**src/rtl/maindec_mc.sv**
```systemverilog
`default_nettype none
// +----------------------------------------------------------------------------+
// | Module   : maindec_mc                                                      |
// | Purpose  : LEGv8 multicycle main control: static decode plus a             |
// |            FETCH/DECODE/EXEC/MEM/WB sequencer with memory handshakes,      |
// |            wait-state timeout and illegal-opcode trap.                     |
// | Option   : MAINDEC_CBNZ_B_EN enables the CBNZ and B instruction classes.   |
// | Revision : 1.0 - initial release                                           |
// +----------------------------------------------------------------------------+
module maindec_mc #(
  parameter int OP_W        = 11,
  parameter int MEM_TIMEOUT = 16,
  parameter int CNT_W       = 5
) (
  input  logic            clk,
  input  logic            reset,
  input  logic            run,
  input  logic [OP_W-1:0] Op,
  input  logic            imem_ack,
  input  logic            dmem_ack,
  output logic            imem_req,
  output logic            IRWrite,
  output logic            PCWrite,
  output logic            Reg2Loc,
  output logic            ALUSrc,
  output logic            MemtoReg,
  output logic [1:0]      ALUOp,
  output logic            RegWrite,
  output logic            MemRead,
  output logic            MemWrite,
  output logic            Branch,
  output logic            BranchNZ,
  output logic            UncondBranch,
  output logic            Trap,
  output logic [1:0]      TrapCause
);

  localparam logic [2:0] c_idle   = 3'd0;
  localparam logic [2:0] c_fetch  = 3'd1;
  localparam logic [2:0] c_decode = 3'd2;
  localparam logic [2:0] c_exec   = 3'd3;
  localparam logic [2:0] c_mem    = 3'd4;
  localparam logic [2:0] c_wb     = 3'd5;
  localparam logic [2:0] c_trap   = 3'd6;

  localparam logic [2:0] c_cls_none  = 3'd0;
  localparam logic [2:0] c_cls_ldur  = 3'd1;
  localparam logic [2:0] c_cls_stur  = 3'd2;
  localparam logic [2:0] c_cls_cbz   = 3'd3;
  localparam logic [2:0] c_cls_rtype = 3'd4;
  localparam logic [2:0] c_cls_imm   = 3'd5;
`ifdef MAINDEC_CBNZ_B_EN
  localparam logic [2:0] c_cls_cbnz  = 3'd6;
  localparam logic [2:0] c_cls_b     = 3'd7;
`endif

  localparam logic [1:0] c_cause_none    = 2'b00;
  localparam logic [1:0] c_cause_illegal = 2'b01;
  localparam logic [1:0] c_cause_timeout = 2'b10;

  localparam bit               c_tmo_en   = (MEM_TIMEOUT > 0);
  localparam logic [CNT_W-1:0] c_cnt_last = CNT_W'((MEM_TIMEOUT > 0) ? MEM_TIMEOUT - 1 : 0);
  localparam logic [CNT_W-1:0] c_cnt_max  = '1;

  function automatic logic [2:0] classify(input logic [10:0] op);
    logic [2:0] cls;
    cls = c_cls_none;
    casez (op)
      11'b11111000010: cls = c_cls_ldur;
      11'b11111000000: cls = c_cls_stur;
      11'b10110100???: cls = c_cls_cbz;
      11'b10001011000,
      11'b11001011000,
      11'b10001010000,
      11'b10101010000: cls = c_cls_rtype;
      11'b1001000100?,
      11'b1101000100?,
      11'b1001001000?,
      11'b1011001000?,
      11'b110100101??: cls = c_cls_imm;
`ifdef MAINDEC_CBNZ_B_EN
      11'b10110101???: cls = c_cls_cbnz;
      11'b000101?????: cls = c_cls_b;
`endif
      default:         cls = c_cls_none;
    endcase
    return cls;
  endfunction

  logic [2:0]       r_state;
  logic [2:0]       w_nxt;
  logic [1:0]       r_cause;
  logic [1:0]       w_cause_nxt;
  logic [CNT_W-1:0] r_cnt;
  logic [OP_W-1:0]  r_op_q;
  logic [2:0]       w_cls;
  logic             w_active;
  logic             w_tmo;
  logic             w_wait;
  logic [2:0]       w_boundary;

  // Op is only valid during DECODE; afterwards the latched copy drives decode.
  assign w_cls      = (r_state == c_decode) ? classify(Op[OP_W-1 -: 11])
                                            : classify(r_op_q[OP_W-1 -: 11]);
  assign w_active   = (r_state == c_decode) || (r_state == c_exec) ||
                      (r_state == c_mem)    || (r_state == c_wb);
  assign w_tmo      = c_tmo_en && (r_cnt == c_cnt_last);
  assign w_wait     = ((r_state == c_fetch) && !imem_ack) ||
                      ((r_state == c_mem)   && !dmem_ack);
  assign w_boundary = run ? c_fetch : c_idle;

  always_comb begin
    w_nxt       = r_state;
    w_cause_nxt = r_cause;
    case (r_state)
      c_idle:   w_nxt = run ? c_fetch : c_idle;
      c_fetch: begin
        if (imem_ack) begin
          w_nxt = c_decode;
        end else if (w_tmo) begin
          w_nxt       = c_trap;
          w_cause_nxt = c_cause_timeout;
        end
      end
      c_decode: begin
        if (w_cls == c_cls_none) begin
          w_nxt       = c_trap;
          w_cause_nxt = c_cause_illegal;
        end else begin
          w_nxt = c_exec;
        end
      end
      c_exec: begin
        if ((w_cls == c_cls_ldur) || (w_cls == c_cls_stur))
          w_nxt = c_mem;
        else if ((w_cls == c_cls_rtype) || (w_cls == c_cls_imm))
          w_nxt = c_wb;
        else
          w_nxt = w_boundary;
      end
      c_mem: begin
        if (dmem_ack) begin
          w_nxt = (w_cls == c_cls_ldur) ? c_wb : w_boundary;
        end else if (w_tmo) begin
          w_nxt       = c_trap;
          w_cause_nxt = c_cause_timeout;
        end
      end
      c_wb:     w_nxt = w_boundary;
      c_trap:   w_nxt = c_trap;
      default:  w_nxt = c_idle;
    endcase
  end

  always_ff @(posedge clk or posedge reset) begin
    if (reset) begin
      r_state <= c_idle;
      r_cause <= c_cause_none;
      r_cnt   <= '0;
      r_op_q  <= '0;
    end else begin
      r_state <= w_nxt;
      r_cause <= w_cause_nxt;
      if (r_state == c_decode)
        r_op_q <= Op;
      // Counter is zero outside a wait, so entry to FETCH/MEM always starts at 0.
      if (w_wait)
        r_cnt <= (r_cnt == c_cnt_max) ? r_cnt : r_cnt + 1'b1;
      else
        r_cnt <= '0;
    end
  end

  always_comb begin
    Reg2Loc  = 1'b0;
    ALUSrc   = 1'b0;
    MemtoReg = 1'b0;
    ALUOp    = 2'b00;
    if (w_active) begin
      case (w_cls)
        c_cls_ldur:  begin ALUSrc = 1'b1; MemtoReg = 1'b1; end
        c_cls_stur:  begin Reg2Loc = 1'b1; ALUSrc = 1'b1; end
        c_cls_cbz:   begin Reg2Loc = 1'b1; ALUOp = 2'b01; end
        c_cls_rtype: ALUOp = 2'b10;
        c_cls_imm:   begin ALUSrc = 1'b1; ALUOp = 2'b11; end
`ifdef MAINDEC_CBNZ_B_EN
        c_cls_cbnz:  begin Reg2Loc = 1'b1; ALUOp = 2'b01; end
`endif
        default:     ALUOp = 2'b00;
      endcase
    end
  end

  assign imem_req  = (r_state == c_fetch);
  assign IRWrite   = imem_req & imem_ack;
  assign PCWrite   = imem_req & imem_ack;
  assign RegWrite  = (r_state == c_wb);
  assign MemRead   = (r_state == c_mem) && (w_cls == c_cls_ldur);
  assign MemWrite  = (r_state == c_mem) && (w_cls == c_cls_stur);
  assign Branch    = (r_state == c_exec) && (w_cls == c_cls_cbz);
  assign Trap      = (r_state == c_trap);
  assign TrapCause = r_cause;

`ifdef MAINDEC_CBNZ_B_EN
  assign BranchNZ     = (r_state == c_exec) && (w_cls == c_cls_cbnz);
  assign UncondBranch = (r_state == c_exec) && (w_cls == c_cls_b);
`else
  assign BranchNZ     = 1'b0;
  assign UncondBranch = 1'b0;
`endif

endmodule
`default_nettype wire
```
**config.mk**
```make
export PLATFORM = sky130hd
export DESIGN_NAME = maindec_mc
export DESIGN_NICKNAME = d
export VERILOG_FILES = /design/src/rtl/maindec_mc.sv
export SDC_FILE = /design/constraint.sdc
export NUM_CORES = 1
export LEC_CHECK = 0
export CAP_MARGIN = 20
export CORE_MARGIN = 1.5
export CORE_UTILIZATION = 30
export DETAILED_ROUTE_END_ITERATION = 6
export HOLD_SLACK_MARGIN = 0.06
export PLACE_DENSITY = 0.58
export SLEW_MARGIN = 20
export SYNTH_ARGS = -nofsm -noshare
export SYNTH_HDL_FRONTEND = slang
export SYNTH_SLANG_ARGS = --single-unit
```
**constraint.sdc**
```tcl
create_clock -name clk -period 2.27 [get_ports clk]
set_input_delay 0.3405 -clock clk [delete_from_list [all_inputs] [get_ports clk]]
set_output_delay 0.3405 -clock clk [all_outputs]
set_load 0.01 [all_outputs]
```
==> flow_metrics.py <==
metrics = {
    "outcome": {
        "outcome": "finished with violations",
        "violations": "negative setup slack",
    },
    "route": {
        "drt_drc_violations_left": 0,
        "num_vias": 1393,
        "vias_per_cell": 4.79,
        "drtAntennaViolNets": 0,
        "first_pass_iters": 4,
        "first_iter_violations": 113,
        "avgRoutedWirePerCell_um": 12.7,
        "finalWirelength_um": 3700,
    },
    "synthesis": {
        "seq_area_frac_synth_pct": 34.7,
        "ys_types": 46,
        "synth-seq-cells": 21,
        "synth_edf_count": 0,
        "synth_flop_cell": "dfrtp_1",
        "synthSimpleGateAreaFrac_pct": 28.4,
        "synthAdderAreaFrac_pct": 2.48,
        "synth_xor_xnor_area_share_pct": 2.31,
        "yosysTopAreaCellShare_pct": 34.7,
        "synthCells": 159,
        "yosys_warnings": 0,
        "synth.area.top_cells": "dfrtp_1 (35%), mux2_2 (8.9%), nor2_1 (4.2%)",
        "ys_top_cells_by_count": "dfrtp_1 (21), nor2_1 (17), mux2_2 (12)",
        "synth_most_common_cell": "dfrtp_1",
        "synth_compound_area_share_pct": 17.2,
        "netlist_area_um2": 1510,
        "synth_top_area_cell": "dfrtp_1",
        "synthArstFlopShare_pct": 100,
        "syn_area_per_cell_um2": 9.52,
        "synthMuxAreaShare_pct": 10.9,
        "synth_top_family_by_area": "simple AND/OR/NAND/NOR gates",
    },
    "final_layout": {
        "antenna_cells": 0,
        "stdcell_area_um2": 2250,
        "syn_to_final_growth_pct": 48.5,
        "fill_cells": 469,
        "finalNetCount": 244,
        "drive_gt1_share_pct": 38.4,
        "fin_util_pct": 47.0,
    },
    "critical_path": {
        "setup.worst_path.start_class": "primary input",
        "reg2reg_slack_ps": 230,
        "r2r_end": "TrapCause[0]",
        "cp.required_ps": 1930,
        "cp.arrival_ps": 1990,
        "r2r_start": "r_op_q[4]",
        "critPathMaxFanout": 5,
        "endpoint_kind": "output port",
        "criticalPathCategory": "primary input to output port",
        "r2r_cells": 8,
    },
    "clocking": {
        "htree_num_levels": 1,
        "clkSlewWorstSetupHoldPaths_ps": 80,
        "cts_tree": "built",
        "cts_max_path_buffers": 2,
        "cts_sinks": 21,
        "root_buffer": "clkbuf_8",
        "insertion_delay_ps": 260,
        "cts-buffers-inserted": 3,
        "holdBufCountCts": 0,
    },
    "placed_design": {
        "placed_area_um2": 2100,
        "place_congestion": 0.833,
        "pre_cts_slack_ps": -636,
        "io_buffers": 30,
        "dp_hpwl_um": 2870,
    },
    "floorplanning": {
        "dieWidth_um": 74.0,
        "core_area_um2": 4790,
        "num_rows": 25,
        "die_h_um": 74.0,
        "dieArea_um2": 5480,
        "initial_core_util_pct": 31.6,
        "io_pins": 33,
    },
    "flow_run": {
        "max-cap-violations": 0,
    },
    "power_and_ir_drop": {
        "p_clk_share_pct": 10.6,
        "powerDensity_nw_per_um2": 1020,
        "switching_share_pct": 38.2,
        "p_int_mw": 1.42,
        "power_frac_seq_pct": 29.3,
        "ir_drop_uv": 428,
        "combPwrFrac_pct": 60.2,
        "power_leakage_nw": 1.01,
        "switchingPower_mw": 0.879,
    },
    "global_route": {
        "grt_max_degree": 22,
        "grt_first_pass_wirelength_um": 6220,
        "gr-total-overflow": 0,
        "antenna_found_initial": 0,
        "grt_pass1_vias": 1334,
        "grt_use_total_pct": 14.4,
    },
    "sta": {
        "period_needed_ps": 2330,
        "min_period_over_period_pct": 103,
        "clock.fmax_ghz": 0.429,
        "drv_slew": 0,
        "fin_ws_ps": -63.4,
        "final-hold-violation-count": 0,
        "setup_viol": 6,
        "rsz0062_at_grt": "true",
        "clock_skew_ps": 2.03,
    },
    "hold_path": {
        "hp-class": "primary input to async pin",
    },
}
-- layout make-up --
type	instances	area [µm²]	area share, %
timing repair buffer	66	538	23.9
tap	67	83.8	3.73
multi-input combinational	127	1030	45.7
inverter	6	26.3	1.17
clock buffer	3	41.3	1.84
clock inverter	1	5.00	0.223
sequential	21	527	23.4
-- what timing repair did --
item,4_1_cts,5_1_grt
buffers inserted,5,2
pin swaps,15,3
resized for setup,59,8
gates cloned,0,0
hold endpoints to repair,0,0
setup endpoints to repair,10,11
-- sequential cells by signal, summed over array words and instances (netlist names) --
register   cells
r_state        3
r_cnt          5
r_op_q        11
TrapCause      2
-- worst max path at each step --
stage | endpoint | from | cells past startpoint
floorplan | MemWrite | r_state[1] | 6
global placement | Branch | Op[2] | 10
detailed placement | Branch | Op[2] | 10
CTS | ALUSrc | Op[5] | 9
global route | MemWrite | r_op_q[3] | 6
finish | ALUSrc | Op[0] | 9
-- power groups by stage --
stage               registers [mW]  logic, mW  clock network [mW]
finish                       0.674       1.38               0.243
global route                 0.696       1.52               0.265
CTS                          0.672       1.34               0.254
detailed placement           0.677       1.24                   0
global placement             0.673       1.23                   0
floorplan                    0.658      0.726                   0
-- layout by cell type, fill, tap and decap left out, types with 3 or more instances in the layout --
cell	instances
inv_1	5
o22a_1	3
clkbuf_8	3
nor2_1	15
o211ai_1	3
buf_2	6
mux2_2	12
dlygate4sd2_1	11
o22ai_1	3
clkdlybuf4s50_1	10
mux2i_1	3
ha_1	3
buf_4	34
buf_6	3
nor3_2	4
nand2_1	11
and4bb_2	3
nor2b_1	7
a21oi_1	4
dfrtp_1	20
and3_1	5
-- routing by layer --
metal	share of wire [%]	wire length, µm	vias to the layer above	global-route usage, %
li1	-	-	711	-
met4	1.1	42	0	4.94
met1	51	1880	654	21.0
met2	45	1670	24	22.4
met3	2.9	108	4	1.36
met5	0	0	-	0
-- critical path: stages --
cell and delay (ps):
dlygate4sd2_1 240, and4bb_2 300, nand4b_1 170, buf_4 190
o21bai_4 150, o32ai_4 110, and2_4 180, o21ba_2 200
buf_6 110
-- stage by stage --
step                      setup TNS, ps  cells  total power [mW]  hold WS (ps)
after floorplan                       0    160              1.38           317
after global placement            -5360    282              1.90           500
after detailed placement          -5390    282              1.91           490
after CTS                          -216    289              2.26           405
after global routing               -919    291              2.48           457
final                              -156    291              2.30           401
-- kinds of logic (layout without fill, tap and decap cells) --
family          after synthesis  count (layout)
simple gates                 70              70
flops                        21              21
mux                          15              15
other cells                   1               2
compound gates               33              33
buf+inv                      12              76
xor+xnor                      4               4
fa+ha+maj                     3               3
Power figures use the tool's default switching activity.
